File: config.mk
export PLATFORM = sky130hd
export DESIGN_NAME = alu_sequencer_flat
export DESIGN_NICKNAME = d
export VERILOG_FILES = /design/src/rtl/alu_sequencer_if.sv /design/src/rtl/alu_sequencer.sv /design/src/flat_wrapper.sv
export SDC_FILE = /design/constraint.sdc
export NUM_CORES = 1
export LEC_CHECK = 0
export BUFFER_PORTS_ARGS = -buffer_cell sky130_fd_sc_hd__buf_2
export CORE_ASPECT_RATIO = 0.7
export CORE_MARGIN = 3
export CORE_UTILIZATION = 39
export DETAILED_ROUTE_END_ITERATION = 16
export GPL_ROUTABILITY_DRIVEN = 1
export PLACE_DENSITY = 0.7
export SYNTH_ARGS = -nofsm -noshare
export SYNTH_HDL_FRONTEND = slang
export SYNTH_SLANG_ARGS = --single-unit
File: constraint.sdc
create_clock -name clk -period 8.25 [get_ports clk]
set_clock_uncertainty 0.15 [all_clocks]
set_input_delay 1.2375 -clock clk [delete_from_list [all_inputs] [get_ports clk]]
set_output_delay 1.2375 -clock clk [all_outputs]
set_load 0.01 [all_outputs]
File: src/rtl/alu_sequencer_if.sv
`default_nettype none
// +-----------------------------------------------------------------------------+
// | alu_sequencer_if : register-file and ALU bus between sequencer and datapath  |
// | Revision 1.0                                                                |
// +-----------------------------------------------------------------------------+
interface alu_sequencer_if #(
  parameter int RF_AW = 3
) ();
  logic [RF_AW-1:0] rf_raddr_a;
  logic [RF_AW-1:0] rf_raddr_b;
  logic [15:0]      rf_rdata_a;
  logic [15:0]      rf_rdata_b;
  logic             rf_we;
  logic [RF_AW-1:0] rf_waddr;
  logic [15:0]      rf_wdata;
  logic [15:0]      alu_op1;
  logic [15:0]      alu_op2;
  logic [5:0]       alu_instr;
  logic [15:0]      alu_psw;
  logic             alu_opt;
  logic             alu_e;
  logic [15:0]      alu_result;
  logic [15:0]      alu_psw_o;

  modport master (
    output rf_raddr_a, rf_raddr_b, rf_we, rf_waddr, rf_wdata,
    output alu_op1, alu_op2, alu_instr, alu_psw, alu_opt, alu_e,
    input  rf_rdata_a, rf_rdata_b, alu_result, alu_psw_o
  );

  modport slave (
    input  rf_raddr_a, rf_raddr_b, rf_we, rf_waddr, rf_wdata,
    input  alu_op1, alu_op2, alu_instr, alu_psw, alu_opt, alu_e,
    output rf_rdata_a, rf_rdata_b, alu_result, alu_psw_o
  );
endinterface
`default_nettype wire

File: src/rtl/alu_sequencer.sv
`default_nettype none
// +-----------------------------------------------------------------------------+
// | alu_sequencer : runs one ALU instruction read -> strobe -> capture -> write  |
// | Revision 1.0                                                                |
// +-----------------------------------------------------------------------------+
module alu_sequencer #(
  parameter int          RF_AW   = 3,
  parameter logic [15:0] PSW_RST = 16'h0000
) (
  input  logic             clk,
  input  logic             rst,
  input  logic             start,
  input  logic [5:0]       instr_i,
  input  logic [RF_AW-1:0] src_i,
  input  logic [RF_AW-1:0] dst_i,
  input  logic             psw_upd_i,
  input  logic             psw_wr,
  input  logic [15:0]      psw_wdata,
  output logic [15:0]      psw,
  output logic             busy,
  output logic             done,
  output logic             err,
  alu_sequencer_if.master  bus
);

  typedef enum logic [2:0] {
    S_IDLE   = 3'd0,
    S_READ   = 3'd1,
    S_STROBE = 3'd2,
    S_CAPT   = 3'd3,
    S_WB     = 3'd4,
    S_ERR    = 3'd5
  } state_t;

  localparam logic [5:0] C_LAST_OP = 6'h1B;

  state_t           state_q, state_d;
  logic [5:0]       instr_q, instr_d;
  logic [RF_AW-1:0] src_q, src_d;
  logic [RF_AW-1:0] dst_q, dst_d;
  logic             upd_q, upd_d;
  logic [15:0]      op1_q, op1_d;
  logic [15:0]      op2_q, op2_d;
  logic [15:0]      res_q, res_d;
  logic [15:0]      pswc_q, pswc_d;
  logic [15:0]      psw_q, psw_d;
  logic             rf_we_w;
  logic             alu_e_w;
  logic             no_wb_w;

  // Compare and bit-test only produce flags; the destination is left untouched.
  assign no_wb_w = (instr_q == 6'h0A) || (instr_q == 6'h0B) ||
                   (instr_q == 6'h12) || (instr_q == 6'h13);

  always_ff @(posedge clk or posedge rst) begin
    if (rst) begin
      state_q <= S_IDLE;
      instr_q <= '0;
      src_q   <= '0;
      dst_q   <= '0;
      upd_q   <= 1'b0;
      op1_q   <= '0;
      op2_q   <= '0;
      res_q   <= '0;
      pswc_q  <= '0;
      psw_q   <= PSW_RST;
    end else begin
      state_q <= state_d;
      instr_q <= instr_d;
      src_q   <= src_d;
      dst_q   <= dst_d;
      upd_q   <= upd_d;
      op1_q   <= op1_d;
      op2_q   <= op2_d;
      res_q   <= res_d;
      pswc_q  <= pswc_d;
      psw_q   <= psw_d;
    end
  end

  always_comb begin
    state_d = state_q;
    instr_d = instr_q;
    src_d   = src_q;
    dst_d   = dst_q;
    upd_d   = upd_q;
    op1_d   = op1_q;
    op2_d   = op2_q;
    res_d   = res_q;
    pswc_d  = pswc_q;
    psw_d   = psw_q;
    busy    = (state_q != S_IDLE);
    done    = 1'b0;
    err     = 1'b0;
    rf_we_w = 1'b0;
    alu_e_w = 1'b0;
    case (state_q)
      S_IDLE: begin
        // The PSW load lands before READ, so a same-cycle start sees psw_wdata.
        if (psw_wr) psw_d = psw_wdata;
        if (start) begin
          if (instr_i <= C_LAST_OP) begin
            instr_d = instr_i;
            src_d   = src_i;
            dst_d   = dst_i;
            upd_d   = psw_upd_i;
            state_d = S_READ;
          end else begin
            state_d = S_ERR;
          end
        end
      end
      S_READ: begin
        op1_d   = bus.rf_rdata_a;
        op2_d   = bus.rf_rdata_b;
        state_d = S_STROBE;
      end
      S_STROBE: begin
        alu_e_w = 1'b1;
        state_d = S_CAPT;
      end
      S_CAPT: begin
        res_d   = bus.alu_result;
        pswc_d  = bus.alu_psw_o;
        state_d = S_WB;
      end
      S_WB: begin
        done    = 1'b1;
        rf_we_w = !no_wb_w;
        psw_d   = pswc_q;
        state_d = S_IDLE;
      end
      S_ERR: begin
        done    = 1'b1;
        err     = 1'b1;
        state_d = S_IDLE;
      end
      default: state_d = S_IDLE;
    endcase
  end

  assign psw            = psw_q;
  assign bus.rf_raddr_a = dst_q;
  assign bus.rf_raddr_b = src_q;
  assign bus.rf_we      = rf_we_w;
  assign bus.rf_waddr   = dst_q;
  assign bus.rf_wdata   = res_q;
  assign bus.alu_op1    = op1_q;
  assign bus.alu_op2    = op2_q;
  assign bus.alu_instr  = instr_q;
  assign bus.alu_psw    = psw_q;
  assign bus.alu_opt    = upd_q;
  assign bus.alu_e      = alu_e_w;

endmodule
`default_nettype wire

File: src/flat_wrapper.sv
// flat-port wrapper written by rule: the top's interface ports become plain ports
module alu_sequencer_flat 
#(
  parameter int          RF_AW   = 3,
  parameter logic [15:0] PSW_RST = 16'h0000
)
  (clk, rst, start, instr_i, src_i, dst_i, psw_upd_i, psw_wr, psw_wdata, psw, busy, done, err, bus_rf_raddr_a, bus_rf_raddr_b, bus_rf_we, bus_rf_waddr, bus_rf_wdata, bus_alu_op1, bus_alu_op2, bus_alu_instr, bus_alu_psw, bus_alu_opt, bus_alu_e, bus_rf_rdata_a, bus_rf_rdata_b, bus_alu_result, bus_alu_psw_o);
  alu_sequencer_if #(.RF_AW(RF_AW)) bus_i ();
  input  logic clk;
  input  logic rst;
  input  logic start;
  input  logic [5:0] instr_i;
  input  logic [RF_AW-1:0] src_i;
  input  logic [RF_AW-1:0] dst_i;
  input  logic psw_upd_i;
  input  logic psw_wr;
  input  logic [15:0] psw_wdata;
  output logic [15:0] psw;
  output logic busy;
  output logic done;
  output logic err;
  output wire logic [$bits(bus_i.rf_raddr_a)-1:0] bus_rf_raddr_a;
  output wire logic [$bits(bus_i.rf_raddr_b)-1:0] bus_rf_raddr_b;
  output wire logic [$bits(bus_i.rf_we)-1:0] bus_rf_we;
  output wire logic [$bits(bus_i.rf_waddr)-1:0] bus_rf_waddr;
  output wire logic [$bits(bus_i.rf_wdata)-1:0] bus_rf_wdata;
  output wire logic [$bits(bus_i.alu_op1)-1:0] bus_alu_op1;
  output wire logic [$bits(bus_i.alu_op2)-1:0] bus_alu_op2;
  output wire logic [$bits(bus_i.alu_instr)-1:0] bus_alu_instr;
  output wire logic [$bits(bus_i.alu_psw)-1:0] bus_alu_psw;
  output wire logic [$bits(bus_i.alu_opt)-1:0] bus_alu_opt;
  output wire logic [$bits(bus_i.alu_e)-1:0] bus_alu_e;
  input wire logic [$bits(bus_i.rf_rdata_a)-1:0] bus_rf_rdata_a;
  input wire logic [$bits(bus_i.rf_rdata_b)-1:0] bus_rf_rdata_b;
  input wire logic [$bits(bus_i.alu_result)-1:0] bus_alu_result;
  input wire logic [$bits(bus_i.alu_psw_o)-1:0] bus_alu_psw_o;
  assign bus_rf_raddr_a = bus_i.rf_raddr_a;
  assign bus_rf_raddr_b = bus_i.rf_raddr_b;
  assign bus_rf_we = bus_i.rf_we;
  assign bus_rf_waddr = bus_i.rf_waddr;
  assign bus_rf_wdata = bus_i.rf_wdata;
  assign bus_alu_op1 = bus_i.alu_op1;
  assign bus_alu_op2 = bus_i.alu_op2;
  assign bus_alu_instr = bus_i.alu_instr;
  assign bus_alu_psw = bus_i.alu_psw;
  assign bus_alu_opt = bus_i.alu_opt;
  assign bus_alu_e = bus_i.alu_e;
  assign bus_i.rf_rdata_a = bus_rf_rdata_a;
  assign bus_i.rf_rdata_b = bus_rf_rdata_b;
  assign bus_i.alu_result = bus_alu_result;
  assign bus_i.alu_psw_o = bus_alu_psw_o;
  alu_sequencer #(.RF_AW(RF_AW), .PSW_RST(PSW_RST)) u_core (.clk(clk), .rst(rst), .start(start), .instr_i(instr_i), .src_i(src_i), .dst_i(dst_i), .psw_upd_i(psw_upd_i), .psw_wr(psw_wr), .psw_wdata(psw_wdata), .psw(psw), .busy(busy), .done(done), .err(err), .bus(bus_i));
endmodule
Yosys cells after proc, flatten, opt, wreduce, memory -nomap -nowiden
Cells that the tools add are included.
{"block": "classes", "eq_ne": 11, "order_cmp": 1, "reduce_logical": 10, "muxes": 9}
{"cell": "one-hot mux 16 bit (2 select lines)", "count": 1}
{"cell": "two-way mux 16 bit", "count": 1}
{"cell": "equality test 6 x 4 -> 1 bit, second input constant", "count": 2}
{"cell": "equality test 6 x 5 -> 1 bit, second input constant", "count": 2}
{"cell": "one-hot mux 3 bit (4 select lines)", "count": 1}
{"cell": "equality test 3 x 2 -> 1 bit, second input constant", "count": 2}
{"cell": "equality test 3 bit, second input constant", "count": 2}
{"cell": "less-or-equal comparator 6 x 5 -> 1 bit, second input constant", "count": 1}
{"cell": "two-way mux 3 bit", "count": 2}
{"cell": "two-way mux 1 bit", "count": 4}
{"cell": "inequality test 2 bit, second input constant", "count": 2}
{"cell": "equality test 3 x 1 -> 1 bit, second input constant", "count": 1}
{"cell": "zero test 3 bit", "count": 1}
{"cell": "logical OR 1 bit", "count": 3}
{"cell": "AND reduction 3 bit", "count": 1}
{"cell": "nonzero test 3 bit", "count": 1}
{"cell": "AND reduction 2 bit", "count": 1}
{"cell": "nonzero test 2 bit", "count": 1}
{"cell": "OR reduction 2 bit", "count": 1}
{"cell": "zero test 1 bit", "count": 1}
{"block": "word_totals", "inputBits": 97, "output_inout_bits": 101, "ff_bits": 96}

Depth between registers and ports, before layout
{"block": "depth", "depth_word": 6, "ltp_mapped": 5, "mapped_depth_nobuf": 4}

Worst setup path after synthesis
Ideal clock, no wire load.
{"block": "synth_timing", "kind": "reg-to-output", "start": "register u_core.state_q[2]", "end": "output port bus_rf_we", "arrival_ns": 1.275, "n_path_buf": 1, "required_time_ns": 6.863, "path_slack_ns": 5.588, "path_stages_with_launch": 4, "cell_sequence": "dfrtp_1 > nor3b_4 > buf_6 > a21boi_0"}
{"block": "synth_via", "elab_chain_len": 2}
{"item": "from (decl)", "line_no": "alu_sequencer.sv:37", "text": "state_t state_q, state_d;"}
{"item": "from (signal assigned)", "line_no": "alu_sequencer.sv:68", "text": "state_q <= state_d;"}
{"item": "equality test 3 bit", "line_no": "alu_sequencer.sv:97", "text": "case (state_q)"}
{"item": "two-way mux 1 bit", "line_no": "alu_sequencer.sv:97"}
{"item": "to (decl)", "line_no": "flat_wrapper.sv:24", "text": "output wire logic [$bits(bus_i.rf_we)-1:0] bus_rf_we;"}
No other way between the ends.

Final worst setup path
Same ends and word-level chain as after synthesis.

==> impl_metrics.csv <==
group,metric,value,unit
hold_path,hold_depth,1,
layout,fin_area,0.00533,mm^2
global_routing,grt_pass1_wl,14900,um
sta,worst_hold_slack,335,ps
layout,syn_to_final_growth,31.3,%
synthesis,syn_area,0.00406,mm^2
critical_path,r2r-end,"u_core.bus.alu_psw[2]",
synthesis,yosys_register_bits,96,
cts,path_clk_slew,70,ps
placement,postPlaceCellArea,0.00501,mm^2
hold_path,hold_path.startpoint,"u_core.bus.alu_op2[9]",
critical_path,crit_required,6860,ps
cts,cts_tree,"built",
pwr,p_per_area,413,mW/mm^2
routing,drc,0,
critical_path,start_kind,"flip-flop",
routing,ant_nets,0,
critical_path,crit_start,"u_core.state_q[2]",
synthesis,netlist_instances,275,
critical_path,end_kind,"output pin",
sta,hold_violations,0,
cts,htreeDepth,3,
routing,vias,2787,
sta,setup_tns,0,ps
critical_path,crit_arrival,2180,ps
cts,ctsLongestPathBuffers,2,
pwr,ir_worst_vdd,0.000197,V
die,start_util,41.0,%
hold_path,hold_class,"reg -> reg",
cts,cts_sinks,96,
sta,post-route-period-util,43.3,%
global_routing,grt_use_total,16.1,%
layout,fin_nets,552,
critical_path,reg2regPathDepth,3,
synthesis,synth_warnings,0,
layout,drive_gt1_share,68.9,%
routing,wl_per_cell,15.3,um
global_routing,antenna_found_initial,1,
layout,final_cell_mix,"buf_2, dfrtp_1, mux2_2",
synthesis,syn-num-nets,372,
cts,postCtsSetupBuffers,0,
layout,diodes,0,
critical_path,critPathMaxFanout,17,
pwr,seq_power_share,39.5,%
die,die_w,128,um
pwr,leakagePower,2.57,nW
synthesis,synthDistinctLibCells,30,
global_routing,grt-ovfl-total,0,
synthesis,yosys.area.top_type,"dfrtp_1",
cts,cts_buffers,9,
die,core_area,0.00991,mm^2
critical_path,r2r-start,"u_core.state_q[2]",
pwr,finalPower,2.20,mW
critical_path,criticalPathCategory,"reg -> out",
sta,setup_viol,0,
routing,drt-initial-drc-count,81,
cts,ctsHoldBuffers,0,
critical_path,reg2reg_slack,5850,ps
cts,root_buffer,"clkbuf_16",
sta,max_freq,0.280,GHz
cts,cts_resized,0,
die,die_h,91.4,um
synthesis,syn_avg_cell_area,14.8,um^2
die,dieArea,0.0117,mm^2
sta,drv_slew,0,
global_routing,grt_max_degree,50,
sta,slew_headroom,22.9,%
run,maxCapViolCount,0,
placement,gp_congestion,0.758,
die,num_rows,30,
run_status,status,"complete, no violations",
routing,drt_pass1_iterations,4,
layout,final_common_cell,"buf_2",
pwr,clockPowerShare,19.4,%
pwr,power_frac_comb,41.1,%
sta,min_period,3570,ps
routing,wl,9000,um
pwr,switchingPower,0.739,mW
pwr,switching_share,33.5,%
global_routing,grt_pass1_vias,2914,
pwr,intPower,1.46,mW
synthesis,synth_top_area_share,59.1,%
sta,rsz0062_at_grt,"no",
placement,hpwl,6780,um
critical_path,critPathCapture,"bus_rf_we",
cts,clock_latency,330,ps
sta,tightest_slew,1150,ps
synthesis,ys_seq_area_share,59.1,%
placement,io_buffer_count,197,
routing,routed_via_density,4.74,
synthesis,netlist_top_cells_area,"dfrtp_1, mux2_2, buf_4, nor2b_1, nor3b_4",
die,io_pins,198,
[worst min-delay path by stage]
stage | end | slack, ps
after floorplan | u_core.bus.alu_psw[4] | 320
after global placement | u_core.bus.alu_op2[10] | 320
after detailed placement | u_core.bus.alu_op2[9] | 330
after CTS | u_core.bus.alu_op2[9] | 340
after global routing | u_core.bus.alu_op2[9] | 360
final | u_core.bus.alu_op2[9] | 330
[metal layers]
layer  wire length (um)  vias up  track usage (%)
li1                   -     1316                -
met5                  7        -                0
met4                138        2             4.59
met1               3640     1333             20.0
met2               4270      119             25.5
met3                949       17             7.23
[flip-flops by register name, indices dropped and copies added (netlist names)]
register               flops
u_core.bus.alu_op1        16
u_core.bus.alu_op2        16
u_core.bus.alu_psw        16
u_core.bus.rf_wdata       16
u_core.pswc_q             16
u_core.bus.alu_instr       6
u_core.bus.rf_raddr_a      3
u_core.bus.rf_raddr_b      3
u_core.state_q             3
u_core.bus.alu_opt         1
[synthesized netlist by cell type, drive strengths merged]
| cell | count |
|---|---|
| buf | 29 |
| nand3b | 1 |
| a21boi | 1 |
| nand3 | 2 |
| o22a | 3 |
| nand2 | 3 |
| nor2 | 3 |
| nor2b | 6 |
| xnor2 | 2 |
| a211oi | 3 |
| nor3b | 3 |
| o21ai | 5 |
| dfrtp | 96 |
| nor3 | 3 |
| nand2b | 1 |
| or2 | 1 |
| and2 | 2 |
| a31oi | 4 |
| a21oi | 1 |
| clkbuf | 2 |
| mux2 | 97 |
| a22oi | 4 |
| a221oi | 1 |
| inv | 2 |
[worst max-delay path: stages, from the launching register on]
cell	delay [ps]
dfrtp_1	620
nor3b_4	830
a21boi_0	240
buf_2	160
[cell type report]
| type | count | area [um^2] |
|---|---|---|
| clock inverter | 4 | 51.3 |
| sequential | 96 | 2400 |
| clock buffer | 12 | 267 |
| tap | 128 | 160 |
| multi-input combinational | 146 | 1430 |
| timing repair buffer | 200 | 1010 |
| fill | 865 | 4580 |
| inverter | 2 | 10.0 |
[cell families (layout without fill, tap and decap cells)]
group | Yosys count | in the layout | synth area share, %
AOI/OAI and AO/OA | 22 | 22 | 3.70
xor gates and xnor gates | 2 | 2 | 0.431
buffers and inverters | 33 | 218 | 5.58
DFF | 96 | 96 | 59.1
muxes | 97 | 97 | 26.9
and+or+nand+nor | 25 | 25 | 4.25
[per-stage QoR]
step / setup WS, ps / std cells / util, %
after floorplan: 4360 / 275 / -
after global placement: 5010 / 572 / 50.6
after detailed placement: 5020 / 572 / 50.6
after CTS: 4630 / 588 / 53.8
after global routing: 4430 / 588 / 53.8
final: 4680 / 588 / 53.8
[power groups by stage]
stage,logic (mW),registers [mW],clock network [mW]
6_report,0.904,0.870,0.428
2_1_floorplan,0.568,0.937,0
5_1_grt,0.989,0.907,0.468
3_3_place_gp,0.908,0.863,0
4_1_cts,0.923,0.872,0.443
3_5_place_dp,0.923,0.877,0
Power figures use the tool's default switching activity.
